File: src/rtl/sad_ctrl.sv
`default_nettype none
// ============================================================================
// Module   : sad_ctrl
// Summary  : Controller for a sum-of-absolute-differences datapath. It issues
//            the block reads and the accumulator clear/load/store strobes.
//            Build option SAD_CTRL_ABORT_EN adds the abort/aborted ports.
// Revision : 1.0 - initial release
// ============================================================================
module sad_ctrl #(
  parameter int BLOCK_SIZE = 256,
  parameter int ADDR_W     = 8
) (
  input  logic              clk,
  input  logic              Mrst,
`ifdef SAD_CTRL_ABORT_EN
  input  logic              abort,
  output logic              aborted,
`endif
  input  logic              go,
  output logic              mem_rd,
  output logic [ADDR_W-1:0] addr,
  output logic              sum_clr,
  output logic              sum_ld,
  output logic              sadreg_ld,
  output logic              busy,
  output logic              done
);

  localparam logic [ADDR_W-1:0] LAST_ADDR = ADDR_W'(BLOCK_SIZE - 1);

  typedef enum logic [2:0] {
    IDLE  = 3'd0,
    INIT  = 3'd1,
    READ  = 3'd2,
    DRAIN = 3'd3,
    STORE = 3'd4,
    DONE  = 3'd5
  } state_t;

  state_t state;

  // Outputs are registered from the next state, so each state's strobes are
  // valid for exactly the cycles that state occupies.
  always_ff @(posedge clk or posedge Mrst) begin
    if (Mrst) begin
      state     <= IDLE;
      mem_rd    <= 1'b0;
      addr      <= '0;
      sum_clr   <= 1'b0;
      sum_ld    <= 1'b0;
      sadreg_ld <= 1'b0;
      busy      <= 1'b0;
      done      <= 1'b0;
`ifdef SAD_CTRL_ABORT_EN
      aborted   <= 1'b0;
`endif
    end else begin
      sum_clr   <= 1'b0;
      sadreg_ld <= 1'b0;
      done      <= 1'b0;
      // Read data arrives one cycle after the strobe.
      sum_ld    <= mem_rd;
`ifdef SAD_CTRL_ABORT_EN
      aborted   <= 1'b0;
`endif
      case (state)
        IDLE: begin
          if (go) begin
            state   <= INIT;
            sum_clr <= 1'b1;
            busy    <= 1'b1;
            addr    <= '0;
          end
        end
        INIT: begin
          state  <= READ;
          mem_rd <= 1'b1;
          addr   <= '0;
        end
        READ: begin
          if (addr == LAST_ADDR) begin
            state  <= DRAIN;
            mem_rd <= 1'b0;
            addr   <= '0;
          end else begin
            addr <= addr + ADDR_W'(1);
          end
        end
        DRAIN: begin
          state     <= STORE;
          sadreg_ld <= 1'b1;
        end
        STORE: begin
          state <= DONE;
          done  <= 1'b1;
        end
        DONE: begin
          state <= IDLE;
          busy  <= 1'b0;
        end
        default: begin
          state  <= IDLE;
          mem_rd <= 1'b0;
          addr   <= '0;
          busy   <= 1'b0;
        end
      endcase
`ifdef SAD_CTRL_ABORT_EN
      // Abort overrides the normal transition only while the block is in flight.
      if (abort && (state == INIT || state == READ || state == DRAIN)) begin
        state     <= IDLE;
        mem_rd    <= 1'b0;
        addr      <= '0;
        sum_clr   <= 1'b0;
        sum_ld    <= 1'b0;
        sadreg_ld <= 1'b0;
        busy      <= 1'b0;
        done      <= 1'b0;
        aborted   <= 1'b1;
      end
`endif
    end
  end

endmodule
`default_nettype wire

File: config.mk
export PLATFORM = sky130hd
export DESIGN_NAME = sad_ctrl
export DESIGN_NICKNAME = d
export VERILOG_FILES = /design/src/rtl/sad_ctrl.sv
export SDC_FILE = /design/constraint.sdc
export NUM_CORES = 1
export LEC_CHECK = 0
export BUFFER_PORTS_ARGS = -buffer_cell sky130_fd_sc_hd__buf_4
export CORE_UTILIZATION = 51
export DETAILED_ROUTE_END_ITERATION = 10
export PLACE_DENSITY = 0.75
export SYNTH_ARGS = -nofsm -noshare
export SYNTH_HDL_FRONTEND = slang
export SYNTH_SLANG_ARGS = --single-unit
File: constraint.sdc
create_clock -name clk -period 1.75 [get_ports clk]
set_input_delay 0.175 -clock clk [delete_from_list [all_inputs] [get_ports clk]]
set_output_delay 0.175 -clock clk [all_outputs]
set_load 0.01 [all_outputs]
Word level (Yosys, flattened, before mapping). Cells that the tools add are included.

Register bits: 17. Bits of input ports: 3. Output and inout port bits: 14. Logic and storage cells: 42.

Equality and inequality tests: 8. Bitwise logic cells: 3. Add/sub/neg operators: 1. Mux-type cells: 14. Reduce and logical (&&, ||, !) cells: 8.

Operators with widths (number): $pmux 8 s3 (1); $mux 8 (2); $pmux 3 s5 (1); $add 8x1->8 const B (1); $eq 8x8->1 const B (1); $reduce_and 2->1 (4); $reduce_or 4->1 (2); $eq 3x2->1 const B (2); $eq 3x3->1 const B (2); $mux 1 (6); $mux 3 (2); $ne 2x2->1 const B (2); $eq 3x1->1 const B (1); $logic_not 3->1 (1); $not 1->1 (3); $pmux 1 s3 (1); $reduce_or 3->1 (1); $pmux 1 s2 (1).

Longest topological paths before layout. Gate-level depths: netlist of the first run.

Depth after elaboration: 4. Mapped depth: 5. Gate-level depth less buffers: 5.

Worst setup path before layout of the first run. OpenSTA, ideal clock, no wires.

Path type: flip-flop to flip-flop. From: reg state[2]. To: reg addr[7]. Clock period less this slack: 1421 ps. Data required time: 1670 ps. Arrival time: 1341 ps. Path slack: 329 ps. Stages on the path, launching flop included: 6. Setup time: 80 ps. Path buffers: 1. Cell sequence: dfrtp_1 buf_6 or3b_4 a41oi_4 nor2_2 nor3_2.

Word-level cells in the longest chain between the ends: 4. Elaborated cells between the ends (all ways): 10. Classes of those cells: 5 x eq/ne; 1 x mux; 1 x bitwise; 3 x reduce/logical.

Ends and longest elaborated chain: from (decl) (RTL line 40) `state_t state;`; from (signal assigned) (RTL line 46) `state <= IDLE;`; from (signal assigned) (RTL line 69) `state <= INIT;`; from (signal assigned) (RTL line 76) `state <= READ;`; parallel branches: the longest is 4 deep, another holds $pmux 8 s3; to (signal assigned) (RTL line 86) `addr <= addr + ADDR_W'(1);`; to (decl) (RTL line 21) `output logic [ADDR_W-1:0] addr,`.

Several ways; the timed one is not identified. A chain may end at the register's enable or synchronous reset.

Worst setup path in the final report of the first run.
From: reg state[1]. To: reg addr[7].

The elaborated chain is that of the path after synthesis.

==> results of run 1 <==
[cell families (layout without fill, tap and decap cells)]
| kind of cell | after synthesis | after routing | synth area share (%) |
|---|---|---|---|
| simple gates | 27 | 27 | 18.3 |
| compound gates | 18 | 18 | 16.6 |
| flops | 17 | 17 | 52.2 |
| buf+inv | 6 | 25 | 5.53 |
| xor+xnor | 3 | 3 | 3.23 |
| mux | 2 | 2 | 2.61 |
| fa+ha+maj | 1 | 1 | 1.54 |
[worst paths after layout]
kind,cells past startpoint,endpoint
hold / removal,3,sum_clr$_DFF_PP0_
max in group asynchronous,3,state[1]$_DFFE_PP0P_
setup reg to reg,4,addr[7]$_DFFE_PP0P_
setup / recovery,4,addr[7]$_DFFE_PP0P_
hold reg to reg,0,sum_ld$_DFF_PP0_
min in group asynchronous,3,addr[3]$_DFFE_PP0P_
[stage by stage]
step,std cells,hold WS (ns)
floorplan,74,0.101
global placement,104,0.298
detailed placement,104,0.298
CTS,109,0.128
global route,109,0.132
finish,109,0.128
[metal layers]
metal | share of wire (%) | wire length [um]
met5 | 0 | 0
met4 | 0.40 | 6
met3 | 3.8 | 58
met2 | 44 | 672
met1 | 51 | 774
[flip-flops by register name, summed over array words and instances, names as in the netlist]
name	count
addr	8
state	3
busy	1
done	1
mem_rd	1
sadreg_ld	1
sum_clr	1
sum_ld	1
[cell usage in the layout (no fill, tap or decap)]
| cell | count |
|---|---|
| or3b_4 | 1 |
| clkbuf_1 | 1 |
| nor3_2 | 1 |
| o21ba_1 | 1 |
| or2_2 | 1 |
| o211ai_1 | 2 |
| and4_1 | 1 |
| nor3_1 | 2 |
| clkbuf_4 | 3 |
| nor2_2 | 1 |
| buf_4 | 17 |
| nand4_1 | 1 |
| nand2_1 | 5 |
| and2_1 | 1 |
| a21oi_1 | 2 |
| mux2_2 | 1 |
| dfrtp_1 | 17 |
| a31oi_1 | 1 |
| o21ai_0 | 8 |
| a2111oi_0 | 1 |
| or3_1 | 1 |
| xnor2_1 | 1 |
| nand3b_1 | 1 |
| nand2b_1 | 1 |
| a22o_1 | 1 |
| nor2_1 | 7 |
| a41oi_4 | 1 |
| a2bb2oi_1 | 1 |
| dlygate4sd3_1 | 1 |
| inv_1 | 3 |
| ha_1 | 1 |
| mux2i_1 | 1 |
| and3_1 | 3 |
| xor2_1 | 2 |
[cell type report]
type                    count  area share, %
multi-input cells          51           35.7
flip-flops and latches     17           44.1
repair buffers             18           14.3
clock buffers               4           2.72
well taps                  16           2.08
inverters                   3           1.17
[repair_timing]
action	CTS	global route
hold buffers	1	0
endpoints found under the setup margin	0	0
hold endpoints to repair	17	0
gates resized for setup	0	0
[power groups by stage]
stage | registers, mW | clock network [mW] | logic (mW)
2_1_floorplan | 0.601 | 0 | 0.416
5_1_grt | 0.641 | 0.232 | 0.622
3_5_place_dp | 0.625 | 0 | 0.553
3_3_place_gp | 0.613 | 0 | 0.547
4_1_cts | 0.618 | 0.210 | 0.557
6_report | 0.618 | 0.209 | 0.556
[critical path, cell delays in order, from the launching register on]
cell	delay [ns]
dfrtp_1	0.52
or3b_4	0.46
a41oi_4	0.27
nor2_2	0.10
nor3_2	0.18
==> impl_metrics.yaml, run 1 <==
routing:
  wire_per_inst_um: 13.9
  ant_nets: 0
  drt_iter0_drc: 20
  first_pass_iters: 4
  vias_per_cell: 5.63
  finalWirelength_um: 1510
  drc: 0
  vias: 614
floorplan:
  die_h_um: 42.0
  start_util_pct: 54.1
  io_pins: 17
  die_width_um: 42.0
  core_sq_um: 1510
  die_area_sq_um: 1760
  row_count: 14
finish:
  nets: 98
  multi_input_area_sq_um: 344
  area_growth_pct: 18.4
  finalInstanceArea_sq_um: 965
  drive_gt1_share_pct: 28.0
  n_fill_cell: 121
  final_util_pct: 64.0
  seqCellArea_sq_um: 425
  diodes: 0
timing:
  fmax_ghz: 0.628
  relSlewSlack_pct: 57.8
  tns_ns: 0
  worstMarginPinSlew_ns: 0.633
  finalHoldViolations: 0
  fin_crit_ns: 1.59
  finalCritPeriodShare_pct: 91.0
  rsz0062_at_grt: "false"
  worst_slack_ns: 0.158
  skew_ns: 0.00334
  final-max-slew-violation-count: 0
  setup_viol: 0
setup_path:
  crit_arrival_ns: 1.81
  cp-start-kind: "flop"
  crit_start: "state[1]$_DFFE_PP0P_"
  reg2reg_from: "state[1]$_DFFE_PP0P_"
  critPathMaxFanout: 10
  cp_data_required_time_ns: 1.96
  r2r_slack_ns: 0.16
  critPathKind: "flop to flop"
  worst_setup_path_end_kind: "flop"
placed_design:
  post_dp_cell_area_sq_um: 928
  port_buffers: 16
  post-place-ws_ns: 0.191
  hpwl_um: 1070
  gp_congestion: 0.778
min_path:
  min_from: "go"
  hp-class: "primary input to flop"
grt:
  met1_usage_pct: 29.9
  grtUsageMet3_pct: 3.91
  first_global_vias: 550
  grt-ovfl-total: 0
  grt-busiest-layer: "met1"
  grt_max_degree: 18
  grt_use_met2_pct: 28.4
  grt_antenna_before_repair: 0
  grt_usage_pct: 19.4
  grt_pass1_wl_um: 2610
clocking:
  cts_num_sinks: 17
  insertion_delay_ns: 0.28
  cts_buffers: 3
  htree_levels: 1
  post-cts-setup-buffer-count: 0
  clk_transition_reported_paths_ns: 0.10
  root_buffer: "clkbuf_4"
  cts_tree: "done"
  clk_path_buf_depth: 2
synthesis:
  ys_seq_elements: 17
  netlist_area_sq_um: 815
  yosys.area.top_type: "dfrtp_1"
  async_flop_share_pct: 100
  yosysWarnings: 0
  synth_common_cells: "17 x dfrtp_1, 8 x o21ai_0, 7 x nor2_1"
  postSynthCellCount: 74
  yosys-top-cells-area: "dfrtp_1 52%, o21ai_0 4.9%, buf_6 4.1%"
  synth_edf_count: 0
  synth_cell_types: 31
  synth_nets: 78
  yosysMostFrequentCell: "dfrtp_1"
  syn_avg_cell_area_sq_um: 11.0
  yosys.area.top_type_share_pct: 52.2
  synth_flop_cell: "dfrtp_1"
  ys_seq_area_share_pct: 52.2
outcome:
  status: "complete, no violations"
pwr:
  sw_frac_of_total_pct: 37.3
  pwr-share-seq_pct: 44.7
  max-vdd-ir-drop_uv: 787
  leakagePower_nw: 0.477
  cellPowerDensity_nw_per_um2: 1430
  power_frac_clock_pct: 15.1
  combPwrFrac_pct: 40.2
  power_switching_mw: 0.516
  p_total_mw: 1.38
  p_int_mw: 0.867
run:
  maxCapViolations: 0
(Power assumes the default switching activity.)
==> run 2, diff against run 1 <==
--- a/config.mk
+++ b/config.mk
@@ -6,9 +6,11 @@
 export NUM_CORES = 1
 export LEC_CHECK = 0
 export BUFFER_PORTS_ARGS = -buffer_cell sky130_fd_sc_hd__buf_4
-export CORE_UTILIZATION = 51
+export CORE_MARGIN = 5
+export CORE_UTILIZATION = 55
 export DETAILED_ROUTE_END_ITERATION = 10
-export PLACE_DENSITY = 0.75
+export GPL_TIMING_DRIVEN = 0
+export PLACE_DENSITY = 0.8
 export SYNTH_ARGS = -nofsm -noshare
 export SYNTH_HDL_FRONTEND = slang
 export SYNTH_SLANG_ARGS = --single-unit
==> constraint.sdc (replaced) <==
create_clock -name clk -period 2 [get_ports clk]
set_input_delay 0.2 -clock clk [delete_from_list [all_inputs] [get_ports clk]]
set_output_delay 0.2 -clock clk [all_outputs]
set_load 0.01 [all_outputs]
==> run 2 against run 1 <==
Net effect: hold slack improved by 0.023 ns; cell area rose by 2.6%; via count rose by 3.1%; utilization rose by 9.3 points; die area rose by 33%; wire length rose by 2.4%; worst setup slack improved by 0.23 ns; clock power fell by 15%; sequential power fell by 20%; combinational power rose by 3%; global-route usage fell by 5.0 points; largest power group is now combinational logic; highest routed layer unchanged.
==> impl_metrics.yaml, run 2 (synthesis results as in run 1) <==
placed_design:
  gp_congestion: 0.814
  hpwl_um: 1160
  post-place-ws_ns: 0.408
  port_buffers: 16
timing:
  skew_ns: 0.00781
  finalCritPeriodShare_pct: 80.8
  rsz0062_at_grt: "false"
  setup_viol: 0
  worstMarginPinSlew_ns: 0.615
  finalHoldViolations: 0
  fmax_ghz: 0.619
  worst_slack_ns: 0.385
  fin_crit_ns: 1.62
  final-max-slew-violation-count: 0
  tns_ns: 0
  relSlewSlack_pct: 58.9
setup_path:
  max_stage_delay_ns: 0.47
  critPathMaxFanout: 8
  cp_data_required_time_ns: 2.21
  critPathKind: "flop to flop"
  cp_cell_sequence: "buf_6 -> o21ba_1 -> o21ai_0 -> nor2_2 -> nor3_2"
  worst_setup_path_end_kind: "flop"
  crit_arrival_ns: 1.82
  critical-path-slowest-cell: "o21ai_0"
  cp-start-kind: "flop"
finish:
  nets: 100
  layout_commonest_cell: "dfrtp_1"
  n_fill_cell: 105
  largest_reg_flops: 8
  diodes: 0
  area_growth_pct: 21.5
  regMostFlops: "addr"
  final_util_pct: 73.3
  seqCellArea_sq_um: 425
  final_cell_mix: "17 x dfrtp_1, 16 x buf_4, 8 x o21ai_0"
  multi_input_area_sq_um: 344
  drive_gt1_share_pct: 29.5
  reg.largest.list: "addr: 8 flops, state: 3 flops"
floorplan:
  die_width_um: 48.5
  row_count: 13
  die_area_sq_um: 2350
  core_sq_um: 1350
  die_h_um: 48.5
  io_pins: 17
  start_util_pct: 60.3
pwr:
  p_total_mw: 1.24
  max-vdd-ir-drop_uv: 849
  leakagePower_nw: 0.490
  cellPowerDensity_nw_per_um2: 1260
clocking:
  htree_levels: 1
  cts_buffers: 3
  clk_path_buf_depth: 2
  root_buffer: "clkbuf_4"
  cts_tree: "done"
  cts_num_sinks: 17
  clk_transition_reported_paths_ns: 0.10
  cts_resized: 0
  insertion_delay_ns: 0.29
routing:
  drc: 0
  vias: 633
  drt_iter0_drc: 12
  finalWirelength_um: 1550
  vias_per_cell: 5.75
  ant_nets: 0
  wire_per_inst_um: 14.1
  first_pass_iters: 4
min_path:
  hp-class: "primary input to flop"
grt:
  grt_usage_pct: 14.4
  grt_max_degree: 18
  grt_pass1_wl_um: 2770
  first_global_vias: 622
  grt-ovfl-total: 0
  grt_antenna_before_repair: 0
outcome:
  status: "complete, no violations"
run:
  maxCapViolations: 0
run 2: cell types whose count changed in the layout (fill, tap and decap cells not counted):
cell   before  now
buf_4      17   16
buf_6       0    3
run 2: timing repair:
action | in CTS | in global routing
endpoints found under the setup margin | 0 | 0
setup buffers | 0 | 0
hold endpoints to repair | 8 | 0
hold buffers | 1 | 0
run 2: area by class of cell:
type,count,share of cell area [%]
buffer,3,3.41
clock buffer,4,2.65
inverter,3,1.14
multi-input combinational,51,34.8
sequential,17,43.0
tap,15,1.90
timing repair buffer,17,13.1
run 2: routing by layer:
layer  up-vias  track usage (%)  part of all wire, %
met5         -                0                    0
met4         0             5.38                 0.77
met3         2             3.36                  3.7
met2        18             22.6                   46
met1       305             19.1                   50
li1        308                -                    -
run 2: where the power goes:
part	leakage (nW)	internal [mW]	switching [mW]
clock	0.0150	0.0774	0.101
sequential	0.224	0.437	0.0568
combinational	0.251	0.278	0.293
total	0.490	0.793	0.450
run 2: final timing paths:
check	from	end	slack, ns	depth (start not counted)
setup / recovery	state[0]$_DFFE_PP0P_	addr[7]$_DFFE_PP0P_	0.38	5
hold / removal	go	sum_clr$_DFF_PP0_	0.15	3
setup reg to reg	state[0]$_DFFE_PP0P_	addr[7]$_DFFE_PP0P_	0.38	5
hold reg to reg	mem_rd$_DFFE_PP0P_	sum_ld$_DFF_PP0_	0.44	0
max in group asynchronous	Mrst	addr[6]$_DFFE_PP0P_	1.06	3
min in group asynchronous	Mrst	state[0]$_DFFE_PP0P_	0.54	3
run 2: through the flow:
stage	hold slack (ns)	instances	area, sq um
after floorplan	0.126	74	815
after global placement	0.310	105	953
after detailed placement	0.313	105	953
after CTS	0.150	110	990
after global routing	0.173	110	990
final	0.151	110	990
run 2: worst max-delay path, delay by kind of cell (launching register included):
kind	cells	cell delay (ns)
AO/OA/AOI/OAI	2	0.67
AND/OR/NAND/NOR	2	0.35
buffers and inverters	1	0.13
flip-flops	1	0.38
==> run 3, diff against run 2 <==
--- a/config.mk
+++ b/config.mk
@@ -7,10 +7,10 @@
 export LEC_CHECK = 0
 export BUFFER_PORTS_ARGS = -buffer_cell sky130_fd_sc_hd__buf_4
 export CORE_MARGIN = 5
-export CORE_UTILIZATION = 55
+export CORE_UTILIZATION = 51
 export DETAILED_ROUTE_END_ITERATION = 10
 export GPL_TIMING_DRIVEN = 0
-export PLACE_DENSITY = 0.8
+export PLACE_DENSITY = 0.75
 export SYNTH_ARGS = -nofsm -noshare
 export SYNTH_HDL_FRONTEND = slang
 export SYNTH_SLANG_ARGS = --single-unit
==> constraint.sdc (replaced) <==
create_clock -name clk -period 1.6 [get_ports clk]
set_input_delay 0.16 -clock clk [delete_from_list [all_inputs] [get_ports clk]]
set_output_delay 0.16 -clock clk [all_outputs]
set_load 0.01 [all_outputs]
==> run 3 against run 2 <==
Net effect: wire length increased by 0.71%; utilization fell by 7.2 points; sequential power is 24% higher; critical endpoint unchanged; global-route usage is 0.30 points lower.
==> impl_metrics.yaml, run 3 (synthesis results as in run 1) <==
finish:
  seqCellArea_sq_um: 425
  multi_input_area_sq_um: 349
  reg.largest.list: "addr: 8 flops, state: 3 flops"
  layout_commonest_cell: "dfrtp_1"
  final_cell_mix: "17 x dfrtp_1, 16 x buf_4, 7 x nor2_1"
  n_fill_cell: 137
  nets: 100
  area_growth_pct: 22.3
  largest_reg_flops: 8
  fin_cells: 111
  final_util_pct: 66.1
  drive_gt1_share_pct: 29.5
  diodes: 0
  regMostFlops: "addr"
floorplan:
  die_width_um: 50.0
  io_pins: 17
  row_count: 14
  die_area_sq_um: 2500
  core_sq_um: 1510
  start_util_pct: 54.1
  die_h_um: 50.0
setup_path:
  reg2reg_depth: 5
  reg2reg_from: "state[0]$_DFFE_PP0P_"
  worst_setup_path_end_kind: "flop"
  crit_arrival_ns: 1.69
  r2r_slack_ns: 0.09
  critPathMaxFanout: 8
  max_stage_delay_ns: 0.38
  cp_cell_sequence: "buf_6 -> o21ba_1 -> o211ai_1 -> mux2i_1 -> nor3_2"
  crit_start: "state[0]$_DFFE_PP0P_"
  cp_data_required_time_ns: 1.78
  critPathKind: "flop to flop"
  critical-path-slowest-cell: "dfrtp_1"
  timing.rr.end: "addr[7]$_DFFE_PP0P_"
  cp-start-kind: "flop"
timing:
  relSlewSlack_pct: 58.1
  holdWs_ns: 0.112
  worstMarginPinSlew_ns: 0.628
  finalCritPeriodShare_pct: 94.6
  fmax_ghz: 0.661
  skew_ns: 0.00242
  setup_viol: 0
  rsz0062_at_grt: "false"
  finalHoldViolations: 0
  final-max-slew-violation-count: 0
  fin_crit_ns: 1.51
  worst_slack_ns: 0.0861
grt:
  grt_antenna_before_repair: 0
  grt_usage_pct: 14.1
  grt_pass1_wl_um: 2720
  grt_max_degree: 18
  grt-ovfl-total: 0
  first_global_vias: 586
min_path:
  whs_endpoint: "sum_clr$_DFF_PP0_"
  hp-class: "primary input to flop"
  whs_path_depth: 3
  min_from: "go"
pwr:
  leakagePower_nw: 0.491
  max-vdd-ir-drop_uv: 954
  p_total_mw: 1.58
  power_frac_clock_pct: 14.2
  sw_frac_of_total_pct: 36.5
  cellPowerDensity_nw_per_um2: 1580
  pwr-share-seq_pct: 38.9
  p_int_mw: 1.00
  power_switching_mw: 0.576
  combPwrFrac_pct: 46.8
routing:
  finalWirelength_um: 1560
  drc: 0
  ant_nets: 0
  drt_iter0_drc: 2
  vias_per_cell: 5.50
  first_pass_iters: 2
  vias: 610
  wire_per_inst_um: 14.1
clocking:
  cts_buffers: 3
  post-cts-setup-buffer-count: 0
  insertion_delay_ns: 0.28
  clk_transition_reported_paths_ns: 0.10
  clk_path_buf_depth: 2
  root_buffer: "clkbuf_4"
  cts_tree: "done"
  htree_levels: 1
  cts_num_sinks: 17
placed_design:
  gp_congestion: 0.806
  port_buffers: 16
  hpwl_um: 1170
  post-place-ws_ns: -0.0364
  placedCellCount: 106
outcome:
  status: "complete, no violations"
run:
  maxCapViolations: 0
==> run 3: routing by layer <==
metal	vias up	track usage (%)	wire (um)
met3	2	4.22	71
li1	303	-	-
met1	294	17.7	728
met5	-	0	0
met4	0	6.99	18
met2	11	21.6	741
==> run 3: cell type report <==
| type | instances | area share [%] |
|---|---|---|
| buffer | 3 | 3.39 |
| clock buffer | 4 | 2.64 |
| inverter | 3 | 1.13 |
| multi-input combinational | 51 | 35.1 |
| sequential | 17 | 42.7 |
| tap | 16 | 2.01 |
| timing repair buffer | 17 | 13.1 |
==> run 3: worst max-delay path by stage <==
stage                                     end  slack, ns  cells after the start
after floorplan           addr[7]$_DFFE_PP0P_       0.18                      5
after global placement    addr[7]$_DFFE_PP0P_       0.03                      5
after detailed placement  addr[7]$_DFFE_PP0P_      -0.04                      5
after CTS                 addr[7]$_DFFE_PP0P_       0.03                      5
after global routing       mem_rd$_DFFE_PP0P_      0.005                      5
final                     addr[7]$_DFFE_PP0P_       0.09                      5
==> run 3: power groups by stage <==
stage | registers (mW) | clock network (mW) | logic (mW)
2_1_floorplan | 0.657 | 0 | 0.455
3_3_place_gp | 0.620 | 0 | 0.699
5_1_grt | 0.636 | 0.259 | 0.827
6_report | 0.614 | 0.225 | 0.739
4_1_cts | 0.616 | 0.229 | 0.726
3_5_place_dp | 0.623 | 0 | 0.720
==> run 3: critical path, delay by kind of cell, from the launching register on <==
family          cells  cell delay, ns
compound gates      2            0.56
buf+inv             1            0.13
flops               1            0.38
mux                 1            0.26
simple gates        1            0.06
==> run 3: timing repair <==
action	CTS	global route
pin swaps	0	1
hold buffers	1	0
endpoints found under the setup margin	3	3
gates resized for setup	1	2
hold endpoints to repair	17	0
==> run 3: stage by stage <==
stage	setup TNS, ns	area (sq um)
floorplan	0	815
global placement	0	955
finish	0	996
CTS	0	991
detailed placement	-0.0364	955
global route	0	996
